`src/rtl/apb_master_ctrl.sv`:
```
// APB master engine for the AHB-to-APB bridge: in-order request queue issued as
// SETUP/ACCESS transfers with wait states, PSLVERR, decode errors and an ACCESS timeout.
module apb_master_ctrl #(
  parameter int unsigned ADDR_W  = 32,
  parameter int unsigned DATA_W  = 32,
  parameter int unsigned NSLV    = 4,
  parameter int unsigned SEL_LSB = 28,
  parameter int unsigned DEPTH   = 4,
  parameter int unsigned TIMEOUT = 256
) (
  input  logic              hclk,
  input  logic              hreset,
  input  logic              req_valid,
  input  logic              req_write,
  input  logic [ADDR_W-1:0] req_addr,
  input  logic [DATA_W-1:0] req_wdata,
  output logic              req_ready,
  output logic              rd_valid,
  output logic [DATA_W-1:0] rd_data,
  output logic              rd_err,
  output logic              wr_err,
  output logic [ADDR_W-1:0] wr_err_addr,
  output logic              idle,
  output logic [ADDR_W-1:0] paddr,
  output logic [DATA_W-1:0] pwdata,
  output logic              pwrite,
  output logic [NSLV-1:0]   psel,
  output logic              penable,
  input  logic              pready,
  input  logic [DATA_W-1:0] prdata,
  input  logic              pslverr
);

  localparam int unsigned SEL_W    = (NSLV > 1) ? $clog2(NSLV) : 1;
  localparam int unsigned PTR_W    = $clog2(DEPTH);
  localparam int unsigned CNTQ_W   = PTR_W + 1;
  localparam int unsigned CNT_W    = (TIMEOUT > 1) ? $clog2(TIMEOUT) : 1;
  localparam int unsigned TMO_LAST = (TIMEOUT > 0) ? TIMEOUT - 1 : 0;
  localparam bit          TMO_EN   = (TIMEOUT > 0);

  typedef struct packed {
    logic              write;
    logic [ADDR_W-1:0] addr;
    logic [DATA_W-1:0] wdata;
  } req_t;

  typedef enum logic [1:0] {S_IDLE, S_SETUP, S_ACCESS, S_DERR} state_t;

  state_t            state, state_d;
  req_t              mem [DEPTH];
  logic [PTR_W-1:0]  rd_ptr, wr_ptr;
  logic [CNTQ_W-1:0] count;
  logic              rd_pending;
  logic [CNT_W-1:0]  tmo_cnt;

  logic              full, push, pop;
  req_t              head, head_nxt, cand;
  logic              cand_avail, cand_derr;
  logic [SEL_W-1:0]  cand_idx;
  logic              tmo_hit, access_done, xfer_tmo, derr_done, complete, cmp_zero, cmp_err;

  logic [ADDR_W-1:0] paddr_d, wr_err_addr_d;
  logic [DATA_W-1:0] pwdata_d, rd_data_d;
  logic [NSLV-1:0]   psel_d;
  logic              pwrite_d, penable_d, rd_valid_d, rd_err_d, wr_err_d;

  assign full      = (count == CNTQ_W'(DEPTH));
  assign req_ready = !full && !rd_pending;
  assign push      = req_valid && req_ready;
  assign idle      = (state == S_IDLE) && (count == '0) && !rd_pending;

  assign head     = mem[rd_ptr];
  assign head_nxt = mem[rd_ptr + PTR_W'(1)];

  // The entry that would start next: the head from IDLE, the one behind it on a completion.
  always_comb begin
    if (state == S_IDLE) begin
      cand       = head;
      cand_avail = (count != '0);
    end else begin
      cand       = head_nxt;
      cand_avail = (count > CNTQ_W'(1));
    end
  end

  assign cand_idx  = cand.addr[SEL_LSB +: SEL_W];
  assign cand_derr = (32'(cand_idx) >= NSLV);

  assign tmo_hit     = TMO_EN && (tmo_cnt == CNT_W'(TMO_LAST));
  assign access_done = (state == S_ACCESS) && (pready || tmo_hit);
  assign xfer_tmo    = (state == S_ACCESS) && !pready && tmo_hit;
  assign derr_done   = (state == S_DERR);
  assign complete    = access_done || derr_done;
  assign pop         = complete;
  assign cmp_zero    = xfer_tmo || derr_done;
  assign cmp_err     = cmp_zero || (access_done && pready && pslverr);

  // State register
  always_ff @(posedge hclk) begin
    if (hreset) state <= S_IDLE;
    else        state <= state_d;
  end

  // Next-state logic
  always_comb begin
    state_d = state;
    unique case (state)
      S_IDLE:   if (cand_avail) state_d = cand_derr ? S_DERR : S_SETUP;
      S_SETUP:  state_d = S_ACCESS;
      S_ACCESS: if (access_done) state_d = !cand_avail ? S_IDLE : (cand_derr ? S_DERR : S_SETUP);
      S_DERR:   state_d = !cand_avail ? S_IDLE : (cand_derr ? S_DERR : S_SETUP);
      default:  state_d = S_IDLE;
    endcase
  end

  // Next values of the registered APB and completion outputs
  always_comb begin
    paddr_d       = paddr;
    pwdata_d      = pwdata;
    pwrite_d      = pwrite;
    psel_d        = psel;
    penable_d     = 1'b0;
    rd_valid_d    = 1'b0;
    rd_err_d      = rd_err;
    rd_data_d     = rd_data;
    wr_err_d      = 1'b0;
    wr_err_addr_d = wr_err_addr;
    unique case (state_d)
      S_SETUP: begin
        paddr_d  = cand.addr;
        pwdata_d = cand.wdata;
        pwrite_d = cand.write;
        psel_d   = NSLV'(1) << cand_idx;
      end
      S_ACCESS: penable_d = 1'b1;
      default:  psel_d = '0;
    endcase
    if (complete && !head.write) begin
      rd_valid_d = 1'b1;
      rd_err_d   = cmp_err;
      rd_data_d  = cmp_zero ? '0 : prdata;
    end
    if (complete && head.write && cmp_err) begin
      wr_err_d      = 1'b1;
      wr_err_addr_d = head.addr;
    end
  end

  always_ff @(posedge hclk) begin
    if (hreset) begin
      paddr       <= '0;
      pwdata      <= '0;
      pwrite      <= 1'b0;
      psel        <= '0;
      penable     <= 1'b0;
      rd_valid    <= 1'b0;
      rd_err      <= 1'b0;
      rd_data     <= '0;
      wr_err      <= 1'b0;
      wr_err_addr <= '0;
    end else begin
      paddr       <= paddr_d;
      pwdata      <= pwdata_d;
      pwrite      <= pwrite_d;
      psel        <= psel_d;
      penable     <= penable_d;
      rd_valid    <= rd_valid_d;
      rd_err      <= rd_err_d;
      rd_data     <= rd_data_d;
      wr_err      <= wr_err_d;
      wr_err_addr <= wr_err_addr_d;
    end
  end

  // Queue pointers, read tracking and ACCESS-cycle counter
  always_ff @(posedge hclk) begin
    if (hreset) begin
      rd_ptr     <= '0;
      wr_ptr     <= '0;
      count      <= '0;
      rd_pending <= 1'b0;
      tmo_cnt    <= '0;
    end else begin
      if (push) wr_ptr <= wr_ptr + PTR_W'(1);
      if (pop)  rd_ptr <= rd_ptr + PTR_W'(1);
      unique case ({push, pop})
        2'b10:   count <= count + CNTQ_W'(1);
        2'b01:   count <= count - CNTQ_W'(1);
        default: count <= count;
      endcase
      // Held through the rd_valid cycle so a new request waits for the completion to be seen.
      if (push && !req_write) rd_pending <= 1'b1;
      else if (rd_valid)      rd_pending <= 1'b0;
      if (state == S_ACCESS && state_d == S_ACCESS) tmo_cnt <= tmo_cnt + CNT_W'(1);
      else                                          tmo_cnt <= '0;
    end
  end

  // Queue storage needs no reset; validity is tracked by the pointers.
  always_ff @(posedge hclk) begin
    if (push) mem[wr_ptr] <= '{write: req_write, addr: req_addr, wdata: req_wdata};
  end

endmodule
```
`config.mk`:
```
export PLATFORM = sky130hd
export DESIGN_NAME = apb_master_ctrl
export DESIGN_NICKNAME = d
export VERILOG_FILES = /design/src/rtl/apb_master_ctrl.sv
export SDC_FILE = /design/constraint.sdc
export NUM_CORES = 1
export LEC_CHECK = 0
export BUFFER_PORTS_ARGS = -buffer_cell sky130_fd_sc_hd__buf_2
export CORE_ASPECT_RATIO = 0.5
export CORE_MARGIN = 3
export CORE_UTILIZATION = 25
export CTS_CLUSTER_SIZE = 20
export DETAILED_ROUTE_END_ITERATION = 10
export PLACE_DENSITY = 0.46
export REMOVE_ABC_BUFFERS = 1
export SYNTH_ARGS = -nofsm -noshare
export SYNTH_HDL_FRONTEND = slang
export SYNTH_SLANG_ARGS = --single-unit
```
`constraint.sdc`:
```
create_clock -name hclk -period 6.6 [get_ports hclk]
set_input_delay 1.32 -clock hclk [delete_from_list [all_inputs] [get_ports hclk]]
set_output_delay 1.32 -clock hclk [all_outputs]
set_load 0.02 [all_outputs]
```
==> flow_summary.ini, run 1 <==
[outcome]
outcome = completed

[routing]
vias = 11547
wl_per_cell_um = 23.02
drtIter0Drc = 882
routed_wl_um = 53770
vias_per_cell = 4.943
wl_met3_um = 1796
wl_met2_um = 29070
wl_met1_um = 21210
highest_layer = met4
drcViolationCount = 0
ant_nets = 0
drtPass1Iterations = 5

[clock_tree]
cts_max_level = 2
cts.sinks = 417
cts_tree = done
cts_resized = 0
clock_path_buffers = 3
cts_hold_buffers = 0
numCtsBuffers = 43
insertion_delay_ns = 0.59
clkSlewWorstSetupHoldPaths_ns = 0.06
root_buffer = clkbuf_16
cts_setup_buffers = 0

[critical_path]
reg2reg_depth = 7
r2r-end = count[2]
critPathMaxFanout = 42
critPathKind = register to output port
crit_arrival_ns = 2.43
r2r_start = state[1]
rrSetupSlack_ns = 3.33
cp-start-kind = register
worstSetupEndpointType = output port
crit_required_ns = 5.28

[sta]
setup_viol = 0
relSlewSlack_pct = 24.90
tightestPinTransition_ns = 1.126
max_freq_mhz = 266.5
slew_viol_final = 0
period_share_pct = 56.86
setup_tns_ns = 0
hold_viol = 0
rsz0062_at_grt = false
period_minus_slack_ns = 3.753
finClkSkew_ns = 0.04030

[yosys]
avgSynthCellArea_um2 = 15.29
synth_seq_cells = 417
yosysSeqAreaShare_pct = 61.76
synth_cells = 1160
yosysUniqueCellTypes = 49
netlist_area_mm2 = 0.01773
yosysWarningCount = 0

[global_routing]
grt_pass1_vias = 11777
grt_util_all_layers_pct = 14.01
grt.overflow.total = 0
antenna_found_initial = 4
grt_max_degree = 68
grt_first_pass_wirelength_um = 78620

[die]
initial_core_util_pct = 25.48
chipHeight_um = 194.3
die_w_um = 382.6
io_pins = 241
die_area_mm2 = 0.07435
rows = 68
core_mm2 = 0.06960

[cells_and_area]
area_growth_pct = 18.97
multiInputGateArea_mm2 = 0.006168
nets = 1463
drive_gt1_share_pct = 34.61
layout_common_cells = 260 x edfxtp_1, 239 x buf_2, 151 x dfxtp_1
postLayoutCellArea_mm2 = 0.02109
final_common_cell = edfxtp_1
final-seq-area_mm2 = 0.01097
final_core_util_pct = 30.31
n_fill_cell = 7019

[power_and_ir_drop]
leakage_nw = 7.068
powerDensity_mw_per_mm2 = 373.3
peakVddDrop_v = 0.0003112

[placement]
gp_congestion = 0.7476
dpl.hpwl_um = 29220
dpl_cell_area_mm2 = 0.01973
io_buffers = 240

[worst_hold_path]
hp-class = register to register
hold_path_end = wr_err_addr[25]
min-delay-start = wr_err_addr[25]
whs_path_depth = 2

[job]
cap_viol_max_count = 0
-- kinds of logic after synthesis --
family                     count (synthesis)  synth area share, %
AOI/OAI and AO/OA                        316                12.22
xor gates and xnor gates                  10               0.4939
adders and majority gates                  9               0.6351
buffers and inverters                    126                3.853
DFF                                      417                61.76
muxes                                    136                16.82
and+or+nand+nor                          146                4.213
-- synth_stat cells (all sizes together) --
| cell | n | area [µm²] |
|---|---|---|
| inv | 10 | 37.54 |
| ha | 9 | 112.6 |
| xor2 | 5 | 43.79 |
| mux4 | 129 | 2905 |
| buf | 83 | 521.8 |
| mux2 | 3 | 33.78 |
| nand3 | 5 | 25.02 |
| nor2 | 17 | 63.81 |
| a211oi | 3 | 22.52 |
| or3b | 1 | 8.760 |
| a21o | 1 | 7.510 |
| o21ai | 68 | 344.1 |
| a31oi | 65 | 406.6 |
| o31ai | 33 | 261.5 |
| nand2 | 68 | 255.2 |
| clkbuf | 33 | 123.9 |
| dfxtp | 157 | 3143 |
| mux2i | 4 | 43.79 |
| nor3 | 3 | 20.02 |
| o21a | 2 | 15.01 |
| edfxtp | 260 | 7807 |
| nor3b | 2 | 25.02 |
| and3 | 5 | 31.28 |
| a32o | 4 | 40.04 |
| nor2b | 1 | 6.260 |
| xnor2 | 5 | 43.79 |
| or3 | 2 | 12.51 |
| and4 | 2 | 17.52 |
| and2b | 1 | 7.510 |
| a311oi | 63 | 551.8 |
| a22o | 32 | 280.3 |
| o31a | 1 | 8.760 |
| nor4 | 2 | 27.53 |
| nand4 | 34 | 227.7 |
| nand2b | 3 | 18.77 |
| a21oi | 43 | 222.7 |
| o22ai | 1 | 6.260 |
-- worst max-delay path: stages, from the launching register on --
cell and delay (ns):
dfxtp_2 0.86, buf_4 0.62, nor2_4 0.04, and3_1 0.18, buf_2 0.17
-- sequential cells by signal (all words and copies together), names as in the netlist, 3 cells and up, named ones only --
register,flops
rd_data,32
count,3
psel,4
tmo_cnt,8
pwdata,32
paddr,32
mem,260
wr_err_addr,32
-- through the flow --
step / power, mW / hold WS (ns) / setup slack (ns) / std cells
2_1_floorplan: 4.665 / 0.4302 / 1.386 / 1044
3_3_place_gp: 5.582 / 0.4476 / 2.808 / 2252
3_5_place_dp: 5.593 / 0.4536 / 2.815 / 2252
4_1_cts: 7.978 / 0.4685 / 2.792 / 2332
5_1_grt: 8.253 / 0.4821 / 2.738 / 2336
6_report: 7.874 / 0.4678 / 2.847 / 2336
-- layer usage --
layer / vias to the layer above / GRT usage, %
met5: - / 0
met4: 0 / 5.452
li1: 5158 / -
met2: 258 / 26.05
met3: 78 / 1.615
met1: 6053 / 16.45
-- worst max-delay path by stage --
stage             start          to  slack [ns]  cells after the start
2_1_floorplan  register  rd_data[0]        1.39                      3
3_3_place_gp     pready    count[2]        2.81                      8
3_5_place_dp     pready    count[2]        2.81                      8
4_1_cts        state[1]        idle        2.79                      4
5_1_grt        state[1]        idle        2.74                      4
6_report       state[1]        idle        2.85                      4
-- power breakdown --
group | switching (mW) | internal [mW]
Clock | 1.06 | 1.31
Combinational | 1.47 | 0.756
Sequential | 0.224 | 3.05
Total | 2.76 | 5.12
-- layout make-up --
type                       instances  share of cell area (%)
timing repair buffer             263                   6.525
multi-input combinational        617                   29.24
inverter                          10                  0.1779
sequential                       417                   52.00
antenna                            4                 0.04745
clock buffer                      61                   5.659
clock inverter                    19                  0.7474
tap                              945                   5.605
Note: power is estimated with default switching activity, not from simulation.
==> inputs of run 2 (changes only) <==
- PLACE_DENSITY: 0.46 -> 0.48
- clock period: 6.6 -> 3.2 ns (I/O delays scaled with it)
==> flow_summary.ini, run 2 (synthesis gave the netlist of run 1 again) <==
[cells_and_area]
final_common_cell = edfxtp_1
nets = 1480
final_core_util_pct = 30.61
largest_reg_flops = 260
stdcell_count = 2350
top_register = mem
n_fill_cell = 6981
layout_common_cells = 260 x edfxtp_1, 239 x buf_2, 151 x dfxtp_1
postLayoutCellArea_mm2 = 0.02130
area_growth_pct = 20.13
drive_gt1_share_pct = 35.12

[critical_path]
reg2reg_depth = 7
r2r_start = count[0]
cp-start-kind = register
worstSetupEndpointType = output port
crit_arrival_ns = 2.04
critPathMaxFanout = 7
critPathKind = register to output port
crit_required_ns = 2.56
rrSetupSlack_ns = 0.79
r2r-end = count[2]

[sta]
hold_slack_ns = 0.2607
hold_viol = 0
setup_tns_ns = 0
finClkSkew_ns = 0.04868
tightestPinTransition_ns = 0.7185
period_minus_slack_ns = 2.676
relSlewSlack_pct = 52.10
max_freq_mhz = 373.6
slew_viol_final = 0
period_share_pct = 83.64
fin_ws_ns = 0.5236
rsz0062_at_grt = false
setup_viol = 0

[placement]
gp_congestion = 0.7432
dp_slack_ns = 0.8244
dpl.hpwl_um = 31690
dpl.cell_count = 2270
io_buffers = 240
dpl_cell_area_mm2 = 0.01998

[die]
rows = 68
chipHeight_um = 194.3
initial_core_util_pct = 25.48
die_w_um = 382.6
io_pins = 241
core_mm2 = 0.06960
die_area_mm2 = 0.07435

[clock_tree]
cts_setup_buffers = 0
cts_max_level = 2
numCtsBuffers = 42
cts.sinks = 417
root_buffer = clkbuf_16
insertion_delay_ns = 0.59
clock_path_buffers = 3
cts_resized = 0
cts_tree = done
clkSlewWorstSetupHoldPaths_ns = 0.06
cts_hold_buffers = 0

[global_routing]
grt_first_pass_wirelength_um = 79600
grt.overflow.total = 0
antenna_found_initial = 5
grt_pass1_vias = 12217
grt_util_all_layers_pct = 13.97
grt_max_degree = 66

[routing]
routed_wl_um = 52860
drcViolationCount = 0
wl_per_cell_um = 22.49
drtIter0Drc = 825
drtPass1Iterations = 5
ant_nets = 0
vias = 11665
vias_per_cell = 4.964

[worst_hold_path]
min-delay-start = req_addr[1]
hold_path_end = mem[0][33]
hp-class = input port to register
whs_path_depth = 1

[power_and_ir_drop]
power.total_mw = 16.29
peakVddDrop_v = 0.0004428
leakage_nw = 7.178
powerDensity_mw_per_mm2 = 764.8

[outcome]
outcome = completed

[job]
cap_viol_max_count = 0
run 2: changes by cell type in the layout (fill, tap and decap cells not counted), sizes merged:
cell and delta:
buf +18, clkbuf -3, clkinvlp -2, clkinv +1
run 2: worst max path at each step:
stage | startpoint | endpoint | slack (ns)
3_5_place_dp | count[0] | mem[0][27] | 0.82
5_1_grt | count[0] | req_ready | 0.37
3_3_place_gp | count[0] | mem[0][27] | 0.86
2_1_floorplan | register | rd_data[0] | -2.01
4_1_cts | count[0] | req_ready | 0.48
6_report | count[0] | req_ready | 0.52
run 2: cell type report:
cell class,count,area (µm²),area share (%)
Timing Repair Buffer,281,1624,7.625
Antenna cell,4,10.01,0.04699
Sequential cell,417,10970,51.49
Clock inverter,18,147.6,0.6931
Multi-Input combinational cell,617,6168,28.96
Tap cell,945,1182,5.551
Clock buffer,58,1162,5.457
Inverter,10,37.54,0.1762
run 2: critical path: stages, from the launching register on:
cell and delay [ns]:
dfxtp_1 0.38, inv_1 0.08, ha_1 0.22, a21oi_1 0.47, buf_2 0.29
run 2: layer usage:
layer,up-vias,GRT usage [%],share of wire (%)
li1,5193,-,-
met3,84,1.693,3.9
met4,2,5.366,2.9
met5,-,0,0.013
met1,6105,16.66,39
met2,281,25.64,54
run 2: where the power goes:
part | leakage, nW | internal (mW) | total (mW) | switching [mW]
registers | 3.66 | 6.29 | 6.72 | 0.423
logic | 2.88 | 1.67 | 4.82 | 3.15
clock network | 0.630 | 2.64 | 4.75 | 2.11
total | 7.18 | 10.6 | 16.3 | 5.68
